--- config.mk ---
export PLATFORM = sky130hd
export DESIGN_NAME = fb_write_arbiter
export DESIGN_NICKNAME = d
export VERILOG_FILES = /design/src/rtl/fb_write_arbiter.sv
export SDC_FILE = /design/constraint.sdc
export NUM_CORES = 1
export LEC_CHECK = 0
export CORE_AREA = 2 2 81 52
export CTS_CLUSTER_DIAMETER = 60
export CTS_CLUSTER_SIZE = 24
export DETAILED_ROUTE_END_ITERATION = 6
export DIE_AREA = 0 0 83 54
export GPL_ROUTABILITY_DRIVEN = 0
export HOLD_SLACK_MARGIN = 0.02
export MAX_ROUTING_LAYER = met4
export PLACE_DENSITY = 0.8
export SLEW_MARGIN = 20
export SYNTH_ARGS = -nofsm -noshare
export SYNTH_HDL_FRONTEND = slang
export SYNTH_SLANG_ARGS = --single-unit
export TNS_END_PERCENT = 10
--- constraint.sdc ---
create_clock -name clk -period 2.4 [get_ports clk]
set_input_delay 0.48 -clock clk [delete_from_list [all_inputs] [get_ports clk]]
set_output_delay 0.48 -clock clk [all_outputs]
set_load 0.005 [all_outputs]
--- src/rtl/fb_write_arbiter.sv ---
// fb_write_arbiter
//
// Arbitrates between two requesters that want to modify the 16x8 LED frame
// buffer and turns each accepted operation into masked column writes. Port 0
// is the UART command decoder and port 1 is the animation/scroll engine.
// Grants alternate round-robin when both ports ask in the same cycle. No new
// work starts while the panel scan holds the buffer (fb_hold).
//
// Operations (reqN_op):
//   00 SET   : set one pixel bit   (bit index = reqN_data[2:0])
//   01 CLR   : clear one pixel bit (bit index = reqN_data[2:0])
//   10 WRCOL : overwrite a whole column with reqN_data
//   11 CLEAR : blank the whole buffer, one column per unheld cycle
//
// Ports:
//   clk, reset              clock, synchronous active-high reset
//   fb_hold                 scan busy; blocks accepts and clear steps
//   reqN_valid/op/col/data  request from port N (held stable until accepted)
//   reqN_ready              combinational accept for port N
//   fb_we                   one-cycle write strobe per column write
//   fb_col                  column being written
//   fb_mask                 bits of the column that the write modifies
//   fb_wdata                new values for the masked bits
//   busy                    CLEAR sequence in progress
//
// The buffer applies: new = (old & ~fb_mask) | (fb_wdata & fb_mask).

module fb_write_arbiter #(
  parameter int COLS  = 16,
  parameter int ROWS  = 8,
  parameter int COL_W = 4
) (
  input  logic             clk,
  input  logic             reset,
  input  logic             fb_hold,

  input  logic             req0_valid,
  input  logic [1:0]       req0_op,
  input  logic [COL_W-1:0] req0_col,
  input  logic [ROWS-1:0]  req0_data,
  output logic             req0_ready,

  input  logic             req1_valid,
  input  logic [1:0]       req1_op,
  input  logic [COL_W-1:0] req1_col,
  input  logic [ROWS-1:0]  req1_data,
  output logic             req1_ready,

  output logic             fb_we,
  output logic [COL_W-1:0] fb_col,
  output logic [ROWS-1:0]  fb_mask,
  output logic [ROWS-1:0]  fb_wdata,
  output logic             busy
);

  localparam int IDX_W = $clog2(ROWS);

  typedef enum logic [1:0] {
    OP_SET   = 2'b00,
    OP_CLR   = 2'b01,
    OP_WRCOL = 2'b10,
    OP_CLEAR = 2'b11
  } op_e;

  typedef enum logic {
    ST_IDLE,
    ST_CLEAR
  } state_e;

  // Sequencer state
  state_e           state_q, state_d;
  logic             last_grant_q, last_grant_d;
  logic [COL_W-1:0] clr_cnt_q, clr_cnt_d;

  // Registered write produced by a single-cycle op, plus the held
  // column/mask/data that the outputs show when nothing is written.
  logic             wr_we_q, wr_we_d;
  logic [COL_W-1:0] col_q, col_d;
  logic [ROWS-1:0]  mask_q, mask_d;
  logic [ROWS-1:0]  wdata_q, wdata_d;

  // Arbitration and selected request
  logic             can_accept;
  logic             grant0, grant1;
  logic             accept;
  op_e              sel_op;
  logic [COL_W-1:0] sel_col;
  logic [ROWS-1:0]  sel_data;
  logic [ROWS-1:0]  bit_mask;
  logic             clear_write;

  // Round-robin grant: a lone valid port always wins; on a tie the port
  // that did not win last time goes first. Nothing is accepted while a
  // CLEAR runs or the scan holds the buffer, so at most one ready is high.
  always_comb begin
    can_accept = (state_q == ST_IDLE) && !fb_hold;
    grant1     = req1_valid && (!req0_valid || !last_grant_q);
    grant0     = req0_valid && !grant1;
    req0_ready = can_accept && grant0;
    req1_ready = can_accept && grant1;
    accept     = req0_ready || req1_ready;
    sel_op     = op_e'(grant1 ? req1_op : req0_op);
    sel_col    = grant1 ? req1_col : req0_col;
    sel_data   = grant1 ? req1_data : req0_data;
    bit_mask   = ROWS'(1) << sel_data[IDX_W-1:0];
  end

  // Next-state logic. Single-cycle ops load the output registers so the
  // write appears the cycle after the accept and never gets cancelled by a
  // later fb_hold. CLEAR writes are issued in the cycle itself so that a
  // held cycle shows no strobe and freezes the column counter.
  always_comb begin
    state_d      = state_q;
    last_grant_d = last_grant_q;
    clr_cnt_d    = clr_cnt_q;
    wr_we_d      = 1'b0;
    col_d        = col_q;
    mask_d       = mask_q;
    wdata_d      = wdata_q;
    clear_write  = 1'b0;

    case (state_q)
      ST_IDLE: begin
        if (accept) begin
          last_grant_d = grant1;
          case (sel_op)
            OP_SET: begin
              wr_we_d = 1'b1;
              col_d   = sel_col;
              mask_d  = bit_mask;
              wdata_d = {ROWS{1'b1}};
            end
            OP_CLR: begin
              wr_we_d = 1'b1;
              col_d   = sel_col;
              mask_d  = bit_mask;
              wdata_d = {ROWS{1'b0}};
            end
            OP_WRCOL: begin
              wr_we_d = 1'b1;
              col_d   = sel_col;
              mask_d  = {ROWS{1'b1}};
              wdata_d = sel_data;
            end
            OP_CLEAR: begin
              state_d   = ST_CLEAR;
              clr_cnt_d = '0;
            end
          endcase
        end
      end

      ST_CLEAR: begin
        if (!fb_hold) begin
          clear_write = 1'b1;
          col_d       = clr_cnt_q;
          mask_d      = {ROWS{1'b1}};
          wdata_d     = {ROWS{1'b0}};
          if (clr_cnt_q == COL_W'(COLS - 1)) begin
            state_d = ST_IDLE;
          end else begin
            clr_cnt_d = clr_cnt_q + COL_W'(1);
          end
        end
      end
    endcase
  end

  // State and output registers. last_grant resets to port 1 so that
  // port 0 wins the first tie after reset; a reset during CLEAR simply
  // drops the remaining columns.
  always_ff @(posedge clk) begin
    if (reset) begin
      state_q      <= ST_IDLE;
      last_grant_q <= 1'b1;
      clr_cnt_q    <= '0;
      wr_we_q      <= 1'b0;
      col_q        <= '0;
      mask_q       <= '0;
      wdata_q      <= '0;
    end else begin
      state_q      <= state_d;
      last_grant_q <= last_grant_d;
      clr_cnt_q    <= clr_cnt_d;
      wr_we_q      <= wr_we_d;
      col_q        <= col_d;
      mask_q       <= mask_d;
      wdata_q      <= wdata_d;
    end
  end

  // Output mux: a clear step drives the bus directly, otherwise the
  // registered values are shown (held from the last write).
  always_comb begin
    fb_we    = wr_we_q || clear_write;
    fb_col   = clear_write ? clr_cnt_q : col_q;
    fb_mask  = clear_write ? {ROWS{1'b1}} : mask_q;
    fb_wdata = clear_write ? {ROWS{1'b0}} : wdata_q;
    busy     = (state_q == ST_CLEAR);
  end

endmodule
==> run_results.csv <==
group,metric,value,unit
yosys,syn-num-nets,255,
route,detail_routed_net_length_per_standard_cell,12.86,um
yosys,synthCells,221,
yosys,synthDominantCellAreaShare,0.3448,
finish,antenna-diode-count,0,
power_and_ir_drop,irDropWorstVdd,0.3704,mV
finish,areaGrowthSynthToFinish,52.43,%
job,max-cap-violations,0,
power_and_ir_drop,power,1.138,mW
sta,max_clock_freq,430.7,MHz
sta,unrepaired_setup_endpoints_after_global_routing,"false",
global_routing,grt_start_max_net_pins,19,
floorplanning,top_level_ports,57,
yosys,mean_cell_area_of_the_mapped_netlist,7.094,um2
floorplanning,design.die.area,4482,um2
clock_tree,tritoncts_num_sinks,27,
setup_path,number_of_stages_on_the_worst_setup_path,5,
setup_path,cp-end-kind,"output port",
setup_path,slowest_delay,0.53,ns
sta,period_share,0.9675,
setup_path,worstPathArrival,1.84,ns
clock_tree,cts.reportedPaths.clkPinSlew,0.09,ns
sta,worst_slew_pin_slew,0.3872,ns
setup_path,timing.setup.critical_path_class,"primary input to output port",
sta,hold_violation_total_from_the_final_report,0,
global_routing,first_global_vias,1499,
floorplanning,initial_core_util,0.4071,
sta,report.final.slew_viol_count,0,
clock_tree,number_of_levels_in_the_clock_h_tree,1,
clock_tree,clock_tree.root_cell,"sky130_fd_sc_hd__clkbuf_8",
yosys,synth_top_cells_by_area,"sky130_fd_sc_hd__dfxtp_1 34%, sky130_fd_sc_hd__nand2_1 11%, sky130_fd_sc_hd__nor3_1 8.3%",
route,route.detailed.drc,0,
clock_tree,clock_latency,0.28,ns
route,postRouteAntennaNets,0,
placement,dp.final_hpwl,3457,um
route,detail_route.iter0.violations,108,
global_routing,globalRouteTotalUtil,0.2060,
yosys,synth_top_cell_by_area,"sky130_fd_sc_hd__dfxtp_1",
placement,buffer_ports.inserted,56,
clock_tree,cts_tree,"done",
sta,finalCriticalPeriod,2.322,ns
clock_tree,cts_made_buffers,3,
floorplanning,floorplan.core_area,3851,um2
setup_path,cp_num_buf_inv,3,
power_and_ir_drop,power.static_leakage,0.9795,nW
floorplanning,floorplan.rows,18,
yosys,yosys_register_bits,27,
sta,finalClockSkew,0.002499,ns
setup_path,ff2ff_path_depth,5,
route,routed_wl,4398,um
power_and_ir_drop,cell_pwr_density,476.0,nW/um2
sta,relSlewSlack,0.7419,
route,detail_route.vias_per_cell,5.284,
finish,layout.cell_area.non_filler,2390,um2
finish,final_net_count,327,
yosys,synth-seq-area-share,0.3448,
floorplanning,chipHeight,54,um
sta,fin_setup_tns,0,ns
finish,nFillCells,351,
setup_path,startpoint_type,"primary input",
setup_path,critical_path.slowest_cell,"sky130_fd_sc_hd__clkdlybuf4s50_1",
finish,final_layout_size_suffix_gt1_frac,0.1096,
setup_path,worstPathMaxFanout,3,
floorplanning,die_width,83,um
worst_hold_path,holdCritPathClass,"register to register",
placement,place_area,2332,um2
yosys,synth.distinct_cells,30,
route,dr.pass1.iters,4,
route,dr_total_vias,1807,
setup_path,critical-path-top-delay-family,"buffers and inverters",
setup_path,cp.required,1.92,ns
global_routing,grt_first_pass_wirelength,7127,um
setup_path,crit_path_frequent_cell,"sky130_fd_sc_hd__clkdlybuf4s50_1",
yosys,synthesis.yosys.warnings,0,
global_routing,overflow,0,
status,status,"completed",
global_routing,number_of_antenna_violations_at_the_first_check_in_global_routing,0,
worst_hold_path,hold_path_depth,2,
sta,finalSetupViolations,0,
yosys,mappedNetlistArea,1568,um2
clock_tree,cts_max_path_buffers,2,
setup_path,ordered_cell_list_for_the_critical_path,"clkdlybuf4s50_1 -> a21boi_2 -> buf_4 -> nor2_1 -> clkdlybuf4s50_1",
==> state kept, by name (all words and copies together) (netlist names) <==
signal and flops:
mask_q 8, clr_cnt_q 4, busy 1, wr_we_q 1, last_grant_q 1, wdata_q 8, col_q 4
==> worst reg2reg max path, cell delays in order, from the launching register on <==
cell	delay, ns
sky130_fd_sc_hd__dfxtp_1	0.41
sky130_fd_sc_hd__nor2_1	0.23
sky130_fd_sc_hd__o21ai_0	0.16
sky130_fd_sc_hd__o21a_1	0.35
sky130_fd_sc_hd__or4_1	0.58
sky130_fd_sc_hd__a21oi_1	0.15
==> worst paths after layout <==
check / slack (ns) / from / to
setup / recovery: 0.08 / req0_valid / req0_ready
hold / removal: 0.46 / wdata_q[5] / wdata_q[5]
setup reg to reg: 0.44 / busy / wdata_q[3]
hold reg to reg: 0.46 / wdata_q[5] / wdata_q[5]
==> cells in the mapped netlist <==
cell type and instances:
sky130_fd_sc_hd__o21a_1 8, sky130_fd_sc_hd__a211oi_1 1, sky130_fd_sc_hd__nand2b_1 11, sky130_fd_sc_hd__buf_2 2, sky130_fd_sc_hd__a31oi_1 4, sky130_fd_sc_hd__o31ai_1 1
sky130_fd_sc_hd__a221oi_1 2, sky130_fd_sc_hd__and2_1 10, sky130_fd_sc_hd__nand2_1 48, sky130_fd_sc_hd__a211o_1 1, sky130_fd_sc_hd__a21boi_2 1, sky130_fd_sc_hd__buf_1 3
sky130_fd_sc_hd__o21ai_0 6, sky130_fd_sc_hd__a21oi_1 18, sky130_fd_sc_hd__nor3b_1 3, sky130_fd_sc_hd__a21bo_1 1, sky130_fd_sc_hd__nand3_1 4, sky130_fd_sc_hd__mux2i_1 5
sky130_fd_sc_hd__ha_1 1, sky130_fd_sc_hd__nor3_1 26, sky130_fd_sc_hd__nor2b_1 1, sky130_fd_sc_hd__nor2_1 12, sky130_fd_sc_hd__a311oi_1 1, sky130_fd_sc_hd__dfxtp_1 27
sky130_fd_sc_hd__inv_1 5, sky130_fd_sc_hd__a311o_1 1, sky130_fd_sc_hd__or4_1 8, sky130_fd_sc_hd__buf_4 1, sky130_fd_sc_hd__clkbuf_1 8, sky130_fd_sc_hd__o21ai_1 1
==> per-layer routing <==
layer / GRT usage / up-vias / share of wire
li1: - / 911 / -
met1: 0.2900 / 827 / 0.50
met2: 0.3051 / 65 / 0.42
met3: 0.03988 / 4 / 0.073
met4: 0.04918 / 0 / 0.0052
met5: - / - / 0
==> final cells by class <==
class	instances	area [um2]	area share
flip-flops and latches	27	540.5	0.2262
repair buffers	81	762.0	0.3188
multi-input cells	175	957.2	0.4005
clock buffers	3	41.29	0.01728
clock inverters	1	7.507	0.003141
well taps	50	62.56	0.02618
inverters	5	18.77	0.007853
==> placed cells by master, fill, tap and decap left out <==
cell / Yosys / routed
sky130_fd_sc_hd__clkinvlp_4: 0 / 1
sky130_fd_sc_hd__nand2_1: 48 / 48
sky130_fd_sc_hd__a311o_1: 1 / 1
sky130_fd_sc_hd__clkdlybuf4s50_1: 0 / 54
sky130_fd_sc_hd__nor2_1: 12 / 12
sky130_fd_sc_hd__a221oi_1: 2 / 2
sky130_fd_sc_hd__a211o_1: 1 / 1
sky130_fd_sc_hd__nor3_1: 26 / 26
sky130_fd_sc_hd__o21ai_1: 1 / 1
sky130_fd_sc_hd__nand3_1: 4 / 4
sky130_fd_sc_hd__ha_1: 1 / 1
sky130_fd_sc_hd__a311oi_1: 1 / 1
sky130_fd_sc_hd__dlygate4sd2_1: 0 / 1
sky130_fd_sc_hd__dlymetal6s2s_1: 0 / 1
sky130_fd_sc_hd__nor3b_1: 3 / 3
sky130_fd_sc_hd__a21boi_2: 1 / 1
sky130_fd_sc_hd__or4_1: 8 / 8
sky130_fd_sc_hd__buf_12: 0 / 1
sky130_fd_sc_hd__and2_1: 10 / 10
sky130_fd_sc_hd__nor2b_1: 1 / 1
sky130_fd_sc_hd__nand2b_4: 0 / 1
sky130_fd_sc_hd__buf_4: 1 / 24
sky130_fd_sc_hd__clkbuf_8: 0 / 3
sky130_fd_sc_hd__a31oi_1: 4 / 4
sky130_fd_sc_hd__o21a_1: 8 / 8
sky130_fd_sc_hd__o21ai_0: 6 / 6
sky130_fd_sc_hd__a21bo_2: 0 / 1
sky130_fd_sc_hd__nand2b_1: 11 / 10
sky130_fd_sc_hd__inv_1: 5 / 5
sky130_fd_sc_hd__dfxtp_1: 27 / 27
sky130_fd_sc_hd__o31ai_1: 1 / 1
sky130_fd_sc_hd__a21oi_1: 18 / 18
sky130_fd_sc_hd__a211oi_1: 1 / 1
sky130_fd_sc_hd__mux2i_1: 5 / 5
==> power by group <==
group          total [mW]  switching [mW]  leakage [nW]  internal [mW]
logic               0.369           0.154         0.736          0.215
registers           0.502          0.0193         0.221          0.483
clock network       0.266           0.148        0.0217          0.118
total                1.14           0.322         0.979          0.816
==> metrics by stage <==
stage          hold slack, ns  setup slack [ns]  instances  utilization
2_1_floorplan          0.4273            0.3722        221            -
3_3_place_gp           0.4390          -0.09885        338       0.6056
3_5_place_dp           0.4436           -0.1273        338       0.6056
4_1_cts                0.4570         0.0003324        342       0.6199
5_1_grt                0.4748           0.02221        342       0.6205
6_report               0.4563           0.07803        342       0.6205
==> cells by family (layout without fill, tap and decap cells) <==
family,count (synthesis),count (layout),synth area share
buf+inv,19,90,0.04948
fa+ha+maj,1,1,0.007980
flops,27,27,0.3448
mux,5,5,0.03192
compound gates,46,46,0.1860
simple gates,123,123,0.3799
==> what timing repair did <==
| item | in CTS | in global routing |
|---|---|---|
| setup buffers | 0 | 0 |
| gates resized for setup | 2 | 2 |
| setup endpoints to repair | 19 | 1 |
| hold buffers | 0 | 0 |
| gates cloned | 0 | 0 |
No activity file was read; power rests on OpenSTA's default activity.
